<file path="config.mk">
export PLATFORM = sky130hd
export DESIGN_NAME = vga_timing_generator
export DESIGN_NICKNAME = d
export VERILOG_FILES = /design/src/rtl/vga_timing_generator.sv
export SDC_FILE = /design/constraint.sdc
export NUM_CORES = 1
export LEC_CHECK = 0
export ABC_AREA = 1
export BUFFER_PORTS_ARGS = -buffer_cell sky130_fd_sc_hd__buf_4
export CAP_MARGIN = 5
export CORE_ASPECT_RATIO = 0.5
export CORE_UTILIZATION = 57
export CTS_CLUSTER_DIAMETER = 120
export DETAILED_ROUTE_END_ITERATION = 10
export PLACE_DENSITY = 0.9
export SLEW_MARGIN = 25
export SYNTH_ARGS = -nofsm -noshare
export SYNTH_HDL_FRONTEND = slang
export SYNTH_SLANG_ARGS = --single-unit
</file>
<file path="constraint.sdc">
create_clock -name clk -period 1.98 [get_ports clk]
set_input_delay 0.198 -clock clk [delete_from_list [all_inputs] [get_ports clk]]
set_output_delay 0.198 -clock clk [all_outputs]
set_load 0.02 [all_outputs]
</file>
<file path="src/rtl/vga_timing_generator.sv">
`timescale 1ns/1ps
`default_nettype none
// ============================================================================
// Module  : vga_timing_generator
// Purpose : Raster counters plus VGA sync/blank, delayed to align with pixels.
// Rev     : 1.0 - initial release
// ============================================================================
module vga_timing_generator #(
   parameter int unsigned H_VISIBLE   = 640,
   parameter int unsigned H_FRONT     = 16,
   parameter int unsigned H_SYNC      = 96,
   parameter int unsigned H_BACK      = 48,
   parameter int unsigned V_VISIBLE   = 480,
   parameter int unsigned V_FRONT     = 10,
   parameter int unsigned V_SYNC      = 2,
   parameter int unsigned V_BACK      = 33,
   parameter int unsigned SYNC_DELAY  = 2,
   parameter logic        SYNC_ACTIVE = 1'b0
) (
   input  logic       clk,
   input  logic       rst,
   input  logic       pixel_clk,
   output logic [9:0] cycle,
   output logic [8:0] scanline,
   output logic       v_active,
   output logic       vga_blank,
   output logic       hsync,
   output logic       vsync,
   output logic       line_start,
   output logic       frame_start
);

   localparam int unsigned c_h_total = H_VISIBLE + H_FRONT + H_SYNC + H_BACK;
   localparam int unsigned c_v_total = V_VISIBLE + V_FRONT + V_SYNC + V_BACK;

   localparam logic [9:0] c_h_last     = 10'(c_h_total - 1);
   localparam logic [9:0] c_v_last     = 10'(c_v_total - 1);
   localparam logic [9:0] c_h_vis      = 10'(H_VISIBLE);
   localparam logic [9:0] c_v_vis      = 10'(V_VISIBLE);
   localparam logic [9:0] c_hs_start   = 10'(H_VISIBLE + H_FRONT);
   localparam logic [9:0] c_hs_end     = 10'(H_VISIBLE + H_FRONT + H_SYNC);
   localparam logic [9:0] c_vs_start   = 10'(V_VISIBLE + V_FRONT);
   localparam logic [9:0] c_vs_end     = 10'(V_VISIBLE + V_FRONT + V_SYNC);

   logic [9:0] r_h;
   logic [9:0] r_v;
   logic [8:0] r_scanline;
   logic       r_v_active;
   logic       r_line_start;
   logic       r_frame_start;

   logic       w_h_wrap;
   logic       w_v_wrap;
   logic [9:0] w_h_next;
   logic [9:0] w_v_next;
   logic       w_blank_raw;
   logic       w_hs_raw;
   logic       w_vs_raw;
   logic       w_blank_out;
   logic       w_hs_out;
   logic       w_vs_out;

   always_comb begin
      w_h_wrap = (r_h == c_h_last);
      w_v_wrap = (r_v == c_v_last);
      w_h_next = w_h_wrap ? 10'd0 : r_h + 10'd1;
      w_v_next = r_v;
      if (w_h_wrap) begin
         w_v_next = w_v_wrap ? 10'd0 : r_v + 10'd1;
      end
   end

   // scanline/v_active follow the post-tick v so they move in step with cycle
   always_ff @(posedge clk or negedge rst) begin
      if (!rst) begin
         r_h           <= 10'd0;
         r_v           <= 10'd0;
         r_scanline    <= 9'd0;
         r_v_active    <= 1'b1;
         r_line_start  <= 1'b0;
         r_frame_start <= 1'b0;
      end else begin
         r_line_start  <= pixel_clk & w_h_wrap;
         r_frame_start <= pixel_clk & w_h_wrap & w_v_wrap;
         if (pixel_clk) begin
            r_h        <= w_h_next;
            r_v        <= w_v_next;
            r_v_active <= (w_v_next < c_v_vis);
            r_scanline <= (w_v_next < c_v_vis) ? w_v_next[8:0] : 9'h1FF;
         end
      end
   end

   always_comb begin
      w_blank_raw = (r_h >= c_h_vis) | (r_v >= c_v_vis);
      w_hs_raw    = (r_h >= c_hs_start) & (r_h < c_hs_end);
      w_vs_raw    = (r_v >= c_vs_start) & (r_v < c_vs_end);
   end

   generate
      if (SYNC_DELAY == 0) begin : g_no_delay
         assign w_blank_out = w_blank_raw;
         assign w_hs_out    = w_hs_raw;
         assign w_vs_out    = w_vs_raw;
      end else begin : g_delay
         logic [SYNC_DELAY-1:0] r_blank_dly;
         logic [SYNC_DELAY-1:0] r_hs_dly;
         logic [SYNC_DELAY-1:0] r_vs_dly;
         logic [SYNC_DELAY:0]   w_blank_chain;
         logic [SYNC_DELAY:0]   w_hs_chain;
         logic [SYNC_DELAY:0]   w_vs_chain;

         // Chain bit 0 is the raw input; the top bit is the final stage
         assign w_blank_chain = {r_blank_dly, w_blank_raw};
         assign w_hs_chain    = {r_hs_dly, w_hs_raw};
         assign w_vs_chain    = {r_vs_dly, w_vs_raw};

         always_ff @(posedge clk or negedge rst) begin
            if (!rst) begin
               r_blank_dly <= '1;
               r_hs_dly    <= '0;
               r_vs_dly    <= '0;
            end else if (pixel_clk) begin
               r_blank_dly <= w_blank_chain[SYNC_DELAY-1:0];
               r_hs_dly    <= w_hs_chain[SYNC_DELAY-1:0];
               r_vs_dly    <= w_vs_chain[SYNC_DELAY-1:0];
            end
         end

         assign w_blank_out = w_blank_chain[SYNC_DELAY];
         assign w_hs_out    = w_hs_chain[SYNC_DELAY];
         assign w_vs_out    = w_vs_chain[SYNC_DELAY];
      end
   endgenerate

   assign cycle       = r_h;
   assign scanline    = r_scanline;
   assign v_active    = r_v_active;
   assign line_start  = r_line_start;
   assign frame_start = r_frame_start;
   assign vga_blank   = w_blank_out;
   assign hsync       = w_hs_out ? SYNC_ACTIVE : ~SYNC_ACTIVE;
   assign vsync       = w_vs_out ? SYNC_ACTIVE : ~SYNC_ACTIVE;

endmodule
`default_nettype wire

</file>
* Word-level counts from Yosys, hierarchy flattened *
Index checks and enable logic that the tools add are counted.

word-level totals
  register bits = 38
  input bits = 3
  output and inout port bits = 25

cells by class
  $add $sub $neg = 2
  $lt $le $gt $ge = 7
  equal/unequal tests = 2
  mux-type cells = 6
  bitwise gates (word level) = 5

operators with widths
  operator                 count
  $mux W10                 3
  $add A10 B1 Y10 const B  2
  $eq A10 B10 Y1 const B   2
  $ge A10 B10 Y1 const B   2
  $ge A10 B9 Y1 const B    2
  $lt A10 B9 Y1 const B    2
  $lt A10 B10 Y1 const B   1
  $mux W9                  1
  $and A1 B1 Y1            4
  $mux W1                  2
  $or A1 B1 Y1             1

* Logic depth before layout (Yosys ltp) *
Gate-level depths: netlist (run 1).

  word-level depth = 5
  depth in mapped cells = 13

* Worst setup path after synthesis (run 1) *
Ideal clock, no wire load.

  path kind = register to register
  start point = register r_h[1] (netlist: cycle[1])
  end point = register r_scanline[6] (netlist: scanline[6])
  setup time = 0.117 ns
  arrival = 1.582 ns
  path slack = 0.281 ns
  stages on the path, launching flop included = 12
  cell sequence = dfrtp_1 -> ha_1 -> inv_2 -> nor2_1 -> nand3_2 -> nor2_4 -> buf_6 -> nand3_1 -> nand2_4 -> nand2_1 -> o21ai_1 -> inv_1

on the way
  word-level cells in the longest chain between the ends = 4

ends and longest elaborated chain
  what                    line  source
  start, declared         45    logic [9:0] r_h;
  start signal, assigned  86    r_h <= w_h_next;
  $eq A10 B10 Y1 *        64    w_h_wrap = (r_h == c_h_last);
  $mux W10 *              68    if (w_h_wrap) begin
  $lt A10 B9 Y1           89    r_scanline <= (w_v_next < c_v_vis) ? w_v_next[8:0] : 9'h1FF;
  $mux W9 *               89
  end signal, assigned    89
  end, declared           47    logic [8:0] r_scanline;

Mark *: on every way between the ends. The rest lies on a longest branch, timed or not.
A chain may end at the register's enable or synchronous reset.

* Final worst setup path (run 1) *
  start point = register r_h[1] (netlist: cycle[1])
  end point = register r_scanline[1] (netlist: scanline[1])

The elaborated chain is that of the path after synthesis.

==> flow_metrics.py, run 1 <==
metrics = {
    "critical_path": {
        "cpMostUsedCell": "nand2_1",
        "reg2reg_depth": 11,
        "arrival_ns": 2.01,
        "start_kind": "register",
        "worst_path_dominant_cell_family": "simple AND/OR/NAND/NOR gates",
        "critical_path.cell_chain": "ha_2 -> inv_2 -> nor2_1 -> nand3_2 -> nor2_4 -> buf_4 -> nand2_1 -> o21ai_0 -> nand3_1 -> nand2_1 -> inv_1",
        "timing.setup.critical_path_class": "register to register",
        "path_max_fanout": 9,
        "timing.critical_path.required_ns": 2.17,
        "critPathSlowestCell": "dfrtp_1",
        "r2r-start": "cycle[1]",
        "end_of_the_worst_register_to_register_path": "scanline[1]",
        "path_buf_inv": 3,
        "regToRegSetupSlack_ns": 0.16,
        "max_stage_delay_ns": 0.43,
        "critical_path.endpoint_type": "register",
        "cp.depth": 11,
    },
    "clock_tree": {
        "clkSlewWorstSetupHoldPaths_ns": 0.07,
        "numCtsBuffers": 5,
        "clock_insertion_delay_worst_skew_ns": 0.29,
        "clock-root-buffer": "clkbuf_8",
        "cts_buffer_depth": 2,
        "cts_tree": "yes",
        "cts_max_level": 2,
        "cts.sinks": 38,
    },
    "synth": {
        "synth_edf_count": 0,
        "mappedNetlistArea_sq_mm": 0.00211,
        "postSynthCellCount": 267,
        "synth_common_cells": "nand2_1, dfrtp_1, inv_1",
        "async_flop_share": 1.00,
        "seq_area_frac_synth": 0.452,
        "synth_top_family_by_area": "simple AND/OR/NAND/NOR gates",
        "synth_most_common_cell": "nand2_1",
        "adder_cell_share_of_the_synthesized_area": 0.0237,
        "most_used_flip_flop_cell_after_synthesis": "dfrtp_1",
        "register_bit_total_from_synthesis": 38,
        "synth_top_cells_by_area": "dfrtp_1, nand2_1, nand3_1, inv_1, dfstp_2",
        "post_synth.cell_area_avg_sq_um": 7.91,
        "synth_largest_area_cell": "dfrtp_1",
        "mappedNetlistNets": 274,
        "post_synth_and_or_nand_nor_area_fraction": 0.329,
        "ys.warnings.count": 0,
        "fraction_of_synthesized_cell_area_in_xor_and_xnor_cells": 0.00829,
        "synth_compound_gate_area_share": 0.0989,
        "yosys.area.top_type_share": 0.414,
        "synth.area.mux_share": 0,
        "synth.lib_cells_used.distinct": 35,
    },
    "timing": {
        "finalMaxSlewViolations": 0,
        "slew-limit-headroom": 0.690,
        "fin_tns_setup_ns": 0,
        "maxClockFrequency_ghz": 0.550,
        "timing.final.ws_setup_ns": 0.161,
        "timing_worst_slew_pin_value_ns": 0.465,
        "layout_min_cycle_time_ns": 1.82,
        "setup_repair_after_global_routing_missed_its_margin": "no",
        "final_hold_viol_count": 0,
        "fin_worst_skew_ns": 0.00859,
        "finalSetupViolCount": 0,
        "min_period_over_period": 0.919,
    },
    "placement": {
        "placement.setup.worst_slack_ns": 0.181,
        "place.detailed.hpwl_microns": 3220,
        "gp_congestion": 0.858,
        "numPortBuffers": 27,
        "postPlaceCellArea_sq_mm": 0.00235,
    },
    "cells_and_area": {
        "final_design_area_no_fill_sq_mm": 0.00246,
        "final_nets": 305,
        "share_of_final_layout_standard_cells_stronger_than_drive_strength_1": 0.251,
        "area_growth_pct": 16.3,
        "antenna-diode-count": 0,
    },
    "drt": {
        "viasPerCell": 5.33,
        "drtPass1Iterations": 4,
        "drtIter0Drc": 143,
        "detail-route-antenna-nets": 0,
        "wl_per_cell_microns": 12.9,
        "num_vias": 1865,
        "detail_route.drc_violations": 0,
        "totalWireLength_microns": 4520,
    },
    "global_route": {
        "antenna_found_initial": 0,
        "number_of_global_route_vias_before_repair": 1571,
        "global_route_wire_length_before_repair_microns": 7310,
        "largest_net_degree_at_the_start_of_global_routing": 39,
        "globalRouteTotalUtil": 0.250,
        "grt_overflow_total": 0,
    },
    "worst_hold_path": {
        "min-delay-path-class": "input port to register",
        "hold_path_depth": 3,
        "startpoint_of_the_tightest_hold_check_path": "pixel_clk",
        "hold_end": "g_delay.r_blank_dly[1]",
    },
    "power": {
        "power.static_leakage_uw": 0.00118,
        "power-per-cell-area_mw_per_mm2": 883,
        "ir_drop_v": 0.000547,
    },
    "status": {
        "run_status": "complete, no violations",
    },
    "floorplanning": {
        "start_util": 0.605,
        "dieArea_sq_mm": 0.00397,
        "die_x_microns": 88.1,
        "boundaryPins": 28,
        "num_rows": 15,
        "floorplan.core_area_sq_mm": 0.00349,
        "die_h_microns": 45.1,
    },
    "run": {
        "max_cap_violations": 0,
    },
}
[timing repair]
item                                    4_1_cts  5_1_grt
hold buffers                                  1        0
endpoints found under the setup margin        0        3
endpoints found under the hold margin        35        0
setup buffers                                 0        2
gates resized for setup                       0        1
[how the worst max path moves through the flow]
stage                  endpoint     start
floorplan           scanline[6]  cycle[1]
detailed placement  scanline[4]  cycle[1]
global placement    scanline[4]  cycle[1]
finish              scanline[1]  cycle[1]
global route        scanline[4]    r_v[0]
CTS                 scanline[4]  cycle[1]
[layer usage]
layer | part of all wire | global-route usage
met1 | 0.48 | 0.349
met2 | 0.46 | 0.388
met3 | 0.056 | 0.0548
met4 | 0.0084 | 0.100
met5 | 0 | 0
[stage by stage]
step / instances / hold slack [ns] / power [uW] / util
6_report: 350 / 0.262 / 2170 / 0.704
5_1_grt: 350 / 0.276 / 2280 / 0.704
2_1_floorplan: 267 / -0.0976 / 1430 / -
4_1_cts: 348 / 0.250 / 2170 / 0.699
3_3_place_gp: 339 / 0.180 / 1640 / 0.673
3_5_place_dp: 339 / 0.189 / 1670 / 0.673
[flip-flops by register name, summed over array words and instances (netlist names)]
| name | flops |
|---|---|
| frame_start | 1 |
| r_v | 10 |
| g_delay.r_hs_dly | 2 |
| v_active | 1 |
| cycle | 10 |
| g_delay.r_blank_dly | 2 |
| g_delay.r_vs_dly | 2 |
| line_start | 1 |
| scanline | 9 |
[tightest hold or removal path: stages]
cell and delay (ns):
buf_4 0.20, nand2_1 0.09, nand2_1 0.05
[layout make-up]
cell class | instances | area (sq um)
fill | 279 | 1030
multi-input combinational | 182 | 975
sequential | 38 | 955
timing repair buffer | 31 | 235
inverter | 40 | 150
clock buffer | 8 | 80.1
tap | 51 | 63.8
[where the power goes]
group          internal [uW]  switching (uW)  leakage, uW
Sequential               898             145     0.000476
Combinational            241             380     0.000662
Clock                    250             256    0.0000395
[placed cells by master, fill, tap and decap left out, drive strengths merged, types with 3 or more instances in the layout]
cell type and n:
nand2 69, inv 39, dfrtp 35, buf 30, nand3 28, nor2 28
o21ai 25, clkbuf 8, or2 5, nand4 4, ha 4, nor3 4
dfstp 3
[logic make-up (layout without fill, tap and decap cells)]
family | count (synthesis) | after routing
simple gates | 140 | 140
buf+inv | 47 | 79
flops | 38 | 38
compound gates | 36 | 36
fa+ha+maj | 4 | 4
xor+xnor | 2 | 2
No activity file was read; power rests on OpenSTA's default activity.
==> inputs of run 2 (changes only) <==
ABC_AREA = unset   (was 1)
CAP_MARGIN = 20   (was 5)
CORE_UTILIZATION = 56   (was 57)
PLACE_DENSITY = 0.89   (was 0.9)
clock period = 2 ns   (was 1.98 ns; I/O delays follow)
==> run 2 against run 1 <==
The flow now finishes with violations (DRC, setup timing). Critical path depth decreased by 4. Maximum frequency decreased by 28%. Count of clock-buffer cells in the layout decreased by 1. Non-clock buffer count increased by 40. Register-to-register slack got worse by 0.69 ns. Sequential power decreased by 9.5%. Global-route usage increased by 9.8 points. Cell area increased by 9.1%. Largest cell class is now sequential cells. Largest power group unchanged.
==> flow_metrics.py, run 2 <==
metrics = {
    "timing": {
        "min_period_over_period": 1.26,
        "setup_repair_after_global_routing_missed_its_margin": "yes",
        "finalSetupViolCount": 19,
        "fin_worst_skew_ns": 0.00557,
        "layout_min_cycle_time_ns": 2.53,
        "timing_worst_slew_pin_value_ns": 0.482,
        "slew-limit-headroom": 0.679,
        "timing.final.ws_setup_ns": -0.525,
        "finalMaxSlewViolations": 0,
        "final_hold_viol_count": 0,
        "fin_tns_setup_ns": -4.60,
        "maxClockFrequency_ghz": 0.396,
    },
    "power": {
        "ir_drop_v": 0.000605,
        "power-per-cell-area_mw_per_mm2": 858,
        "power.static_leakage_uw": 0.00127,
        "totalPowerFinal_uw": 2300,
    },
    "critical_path": {
        "start_kind": "register",
        "timing.critical_path.required_ns": 2.18,
        "path_buf_inv": 1,
        "critPathSlowestCell": "or4b_4",
        "arrival_ns": 2.70,
        "worst_path_dominant_cell_family": "simple AND/OR/NAND/NOR gates",
        "worst_setup_path_endpoint": "scanline[3]",
        "startpoint": "cycle[7]",
        "end_of_the_worst_register_to_register_path": "scanline[3]",
        "r2r-start": "cycle[7]",
        "max_stage_delay_ns": 0.57,
        "timing.setup.critical_path_class": "register to register",
        "critical_path.cell_chain": "or4b_4 -> nor3_4 -> nand4_1 -> xnor2_2 -> o41ai_4 -> buf_4 -> o32a_1",
        "cp.depth": 7,
        "path_max_fanout": 4,
        "critical_path.endpoint_type": "register",
        "regToRegSetupSlack_ns": -0.53,
        "reg2reg_depth": 7,
    },
    "synth": {
        "synth_common_cells": "dfrtp_1, nand2_1, nor2_1",
        "synth_most_common_cell": "dfrtp_1",
        "async_flop_share": 1.00,
        "fraction_of_synthesized_cell_area_in_xor_and_xnor_cells": 0.0501,
        "adder_cell_share_of_the_synthesized_area": 0.0260,
        "synth.lib_cells_used.distinct": 45,
        "mappedNetlistArea_sq_mm": 0.00192,
        "postSynthCellCount": 195,
        "register_bit_total_from_synthesis": 38,
        "ys.warnings.count": 0,
        "seq_area_frac_synth": 0.496,
        "post_synth_and_or_nand_nor_area_fraction": 0.204,
        "synth_top_cells_by_area": "dfrtp_1, dfstp_2, nand2_1, o21ai_0, xnor2_1",
        "most_used_flip_flop_cell_after_synthesis": "dfrtp_1",
        "synth_compound_gate_area_share": 0.158,
        "post_synth.cell_area_avg_sq_um": 9.87,
        "synth_largest_area_cell": "dfrtp_1",
        "yosys.area.top_type_share": 0.455,
        "synth_top_family_by_area": "simple AND/OR/NAND/NOR gates",
        "mappedNetlistNets": 202,
        "synth.area.mux_share": 0.0176,
        "synth_edf_count": 0,
    },
    "clock_tree": {
        "cts_buffer_depth": 2,
        "cts_max_level": 2,
        "cts_tree": "yes",
        "clock-root-buffer": "clkbuf_8",
        "clock_insertion_delay_worst_skew_ns": 0.30,
        "clkSlewWorstSetupHoldPaths_ns": 0.08,
        "numCtsBuffers": 5,
        "cts.sinks": 38,
    },
    "cells_and_area": {
        "multi_input_logic_area_sq_um": 947,
        "layout.area.seq_sq_um": 958,
        "share_of_final_layout_standard_cells_stronger_than_drive_strength_1": 0.410,
        "layout.cells.non_filler": 306,
        "fillCellCount": 139,
        "final_design_area_no_fill_sq_mm": 0.00268,
        "mostFrequentLayoutCell": "buf_4",
        "final_util": 0.856,
        "final_nets": 272,
        "area_growth_pct": 39.4,
        "layout_common_cells": "buf_4, dfrtp_1, nand2_1",
        "antenna-diode-count": 0,
    },
    "global_route": {
        "globalRouteTotalUtil": 0.348,
        "antenna_found_initial": 0,
        "largest_net_degree_at_the_start_of_global_routing": 39,
        "number_of_global_route_vias_before_repair": 1802,
        "grt_overflow_total": 0,
        "global_route_wire_length_before_repair_microns": 9290,
    },
    "floorplanning": {
        "dieArea_sq_mm": 0.00369,
        "die_h_microns": 43.5,
        "start_util": 0.614,
        "die_x_microns": 84.9,
        "floorplan.core_area_sq_mm": 0.00314,
        "num_rows": 14,
        "boundaryPins": 28,
    },
    "placement": {
        "postPlaceCellArea_sq_mm": 0.00244,
        "place.detailed.hpwl_microns": 3560,
        "gp_congestion": 0.962,
        "numPortBuffers": 27,
        "dp_cells": 292,
    },
    "run": {
        "max_cap_violations": 0,
    },
    "drt": {
        "drtPass1Iterations": 8,
        "detail-route-antenna-nets": 0,
        "wl_per_cell_microns": 19.6,
        "num_vias": 1932,
        "drtIter0Drc": 212,
        "detail_route.drc_violations": 1,
        "totalWireLength_microns": 6000,
        "viasPerCell": 6.31,
    },
    "status": {
        "run_status": "finished, violations left",
        "failed_checks": "DRC, setup timing",
    },
    "worst_hold_path": {
        "min-delay-path-class": "input port to register",
    },
}
run 2: cell count changes after synthesis, moves of 3 or more:
cell and change:
a21oi_1 +4, inv_1 -16, inv_2 -9, mux2_2 +3, nand2_1 -41, nand2_2 -6, nand3_1 -16, nor2_2 -3
nor2_4 -6, o21ai_1 -10, o22a_1 +5, or2_2 -3, xnor2_1 +8
run 2: per-layer routing:
layer / vias to the layer above / routed length [microns] / global-route usage
li1: 821 / - / -
met1: 915 / 2310 / 0.440
met2: 150 / 2710 / 0.572
met3: 46 / 654 / 0.0933
met4: 0 / 330 / 0.176
met5: - / 0 / 0
run 2: per-stage QoR:
step	hold slack, ns	worst slack (ns)
after global routing	0.439	-0.611
final	0.433	-0.525
after floorplan	-0.0956	-0.442
after CTS	0.411	-0.375
after global placement	0.183	-0.360
after detailed placement	0.188	-0.403
run 2: timing repair:
item	CTS	global route
setup buffers	6	2
endpoints found under the setup margin	19	20
hold endpoints to repair	35	0
gates resized for setup	16	7
pin swaps	3	2
hold buffers	1	0
run 2: worst min path at each step:
stage                          end       from  cells past startpoint  slack (ns)
6_report       g_delay.r_vs_dly[0]  pixel_clk                      4        0.43
5_1_grt        g_delay.r_vs_dly[0]  pixel_clk                      4        0.44
4_1_cts                scanline[7]  pixel_clk                      5        0.41
3_5_place_dp              cycle[1]        rst                      1        0.19
3_3_place_gp   g_delay.r_hs_dly[1]        rst                      1        0.18
2_1_floorplan             cycle[0]        rst                      0        -0.1
run 2: power breakdown:
group / switching [uW] / internal [uW]
logic: 375 / 313
registers: 67.6 / 873
clock network: 268 / 407
total: 710 / 1590
run 2: cells by family after synthesis:
group / after synthesis
AOI/OAI and AO/OA: 41
xor gates and xnor gates: 11
adders and majority gates: 4
buffers and inverters: 22
muxes: 3
and+or+nand+nor: 76
DFF: 38
run 2: worst reg2reg max path, cell delays in order, from the launching register on:
cell and delay, ns:
dfrtp_2 0.40, or4b_4 0.57, nor3_4 0.25, nand4_1 0.26, xnor2_2 0.31, o41ai_4 0.12
buf_4 0.17, o32a_1 0.34
run 2: cell type report:
cell class                 count  area share
sequential                    38       0.357
clock buffer                   7      0.0322
timing repair buffer          71       0.208
clock inverter                 1      0.0112
inverter                      14      0.0196
tap                           40      0.0187
multi-input combinational    135       0.353
==> inputs of run 3 (changes only) <==
REMOVE_ABC_BUFFERS = 1   (was unset)
==> run 3 against run 2 <==
Via count is 17% higher. Core utilization is 8.5 points higher. The run still ends with DRC, setup timing left. Worst setup slack worse by 0.073 ns. Highest routed layer unchanged. Largest cell class is now multi-input gates. Clock power is 4.3% lower.
==> flow_metrics.py, run 3 (synthesized netlist as in run 2, its figures left out) <==
metrics = {
    "timing": {
        "maxClockFrequency_ghz": 0.385,
        "timing.final.ws_setup_ns": -0.599,
        "layout_min_cycle_time_ns": 2.60,
        "min_period_over_period": 1.30,
        "fin_worst_skew_ns": 0.00982,
        "final_hold_viol_count": 0,
        "timing_worst_slew_pin_value_ns": 0.590,
        "finalSetupViolCount": 26,
        "setup_repair_after_global_routing_missed_its_margin": "yes",
        "slew-limit-headroom": 0.603,
        "finalMaxSlewViolations": 0,
        "worst_hold_slack_ns": 0.409,
    },
    "placement": {
        "place.detailed.hpwl_microns": 3850,
        "gp_congestion": 0.906,
        "dp_cells": 297,
        "postPlaceCellArea_sq_mm": 0.00246,
        "placement.setup.worst_slack_ns": -0.565,
        "numPortBuffers": 27,
    },
    "power": {
        "power.static_leakage_uw": 0.00138,
        "ir_drop_v": 0.000898,
        "power-per-cell-area_mw_per_mm2": 801,
    },
    "clock_tree": {
        "cts_tree": "yes",
        "clock_insertion_delay_worst_skew_ns": 0.30,
        "cts_max_level": 2,
        "cts_buffer_depth": 2,
        "cts.sinks": 38,
        "clkSlewWorstSetupHoldPaths_ns": 0.08,
        "numCtsBuffers": 5,
        "clock-root-buffer": "clkbuf_8",
    },
    "critical_path": {
        "critPathSlowestCell": "or4b_4",
        "critical_path.cell_chain": "or4b_4 -> or3_4 -> nor3_4 -> xnor2_2 -> o41ai_4 -> buf_4 -> o32a_1",
        "r2r-start": "cycle[6]",
        "worst_setup_path_endpoint": "scanline[3]",
        "max_stage_delay_ns": 0.60,
        "timing.critical_path.required_ns": 2.17,
        "path_max_fanout": 4,
        "critical_path.endpoint_type": "register",
        "startpoint": "cycle[6]",
        "start_kind": "register",
        "arrival_ns": 2.77,
        "end_of_the_worst_register_to_register_path": "scanline[3]",
        "regToRegSetupSlack_ns": -0.60,
        "reg2reg_depth": 7,
        "timing.setup.critical_path_class": "register to register",
    },
    "floorplanning": {
        "die_h_microns": 43.5,
        "start_util": 0.614,
        "num_rows": 14,
        "die_x_microns": 84.9,
        "floorplan.core_area_sq_mm": 0.00314,
        "boundaryPins": 28,
        "dieArea_sq_mm": 0.00369,
    },
    "cells_and_area": {
        "share_of_final_layout_standard_cells_stronger_than_drive_strength_1": 0.502,
        "layout_common_cells": "buf_4, dfrtp_1, nand2_1",
        "final_design_area_no_fill_sq_mm": 0.00295,
        "area_growth_pct": 53.2,
        "final_nets": 287,
        "fillCellCount": 88,
        "antenna-diode-count": 0,
        "layout.cells.non_filler": 321,
        "mostFrequentLayoutCell": "buf_4",
    },
    "drt": {
        "viasPerCell": 7.03,
        "detail-route-antenna-nets": 0,
        "num_vias": 2256,
        "wl_per_cell_microns": 26.0,
        "drtIter0Drc": 275,
        "totalWireLength_microns": 8330,
        "detail_route.drc_violations": 1,
        "drtPass1Iterations": 9,
    },
    "global_route": {
        "global_route_wire_length_before_repair_microns": 11000,
        "globalRouteTotalUtil": 0.410,
        "antenna_found_initial": 0,
        "largest_net_degree_at_the_start_of_global_routing": 39,
        "number_of_global_route_vias_before_repair": 2078,
        "grt_overflow_total": 0,
    },
    "status": {
        "failed_checks": "DRC, setup timing",
        "run_status": "finished, violations left",
    },
    "run": {
        "max_cap_violations": 0,
    },
    "worst_hold_path": {
        "min-delay-path-class": "input port to async pin",
    },
}
## run 3: cell types whose count changed in the layout (fill, tap and decap cells not counted), moves of 3 or more
| cell | previous run | this run |
|---|---|---|
| o21ai_2 | 2 | 7 |
| nand3_2 | 2 | 5 |
| dfrtp_1 | 32 | 35 |
| buf_6 | 6 | 9 |
| nand3_1 | 8 | 4 |
| nor2_1 | 17 | 14 |
| dfrtp_2 | 3 | 0 |
| buf_4 | 64 | 74 |
| o21ai_0 | 12 | 6 |
## run 3: timing repair
action                                  in CTS  in global routing
endpoints found under the setup margin      24                 26
hold buffers                                 1                  0
pin swaps                                    9                 19
gates resized for setup                     23                 45
hold endpoints to repair                    35                  0
setup buffers                                4                 16
## run 3: routing by layer
metal  track usage  wire, microns
met5             0              0
met1         0.511           2970
met2         0.657           3520
met4         0.285            709
met3        0.0971           1130
## run 3: stage by stage
stage / setup TNS, ns / total power [uW] / utilization
6_report: -7.37 / 2360 / 0.940
5_1_grt: -7.82 / 2420 / 0.940
4_1_cts: -4.14 / 2210 / 0.857
3_5_place_dp: -5.95 / 1580 / 0.785
3_3_place_gp: -3.08 / 1530 / 0.785
2_1_floorplan: -7.12 / 1250 / -
## run 3: worst min-delay path by stage
stage,start,endpoint,slack [ns],cells after the start
CTS,pixel_clk,v_active,0.38,5
global route,pixel_clk,r_v[4],0.43,5
detailed placement,rst,cycle[3],0.19,1
global placement,rst,cycle[2],0.18,1
finish,rst,cycle[7],0.41,2
floorplan,rst,cycle[0],-0.1,0
## run 3: critical path: cells and delay by family, from the launching register on
| family | cells | cell delay, ns |
|---|---|---|
| xor+xnor | 1 | 0.18 |
| buf+inv | 1 | 0.17 |
| simple gates | 3 | 1.26 |
| flops | 1 | 0.40 |
| compound gates | 2 | 0.45 |
## run 3: area by class of cell
class | count | area [sq um] | share of cell area
timing repair buffer | 86 | 702 | 0.238
sequential | 38 | 955 | 0.324
tap | 40 | 50.0 | 0.0170
clock buffer | 8 | 110 | 0.0374
inverter | 14 | 57.6 | 0.0195
multi-input combinational | 135 | 1070 | 0.364
## run 3: power breakdown
| group | switching [uW] | leakage, uW | internal, uW |
|---|---|---|---|
| clock | 296 | 0.0000575 | 349 |
| combinational | 437 | 0.000847 | 326 |
| sequential | 83.5 | 0.000476 | 871 |
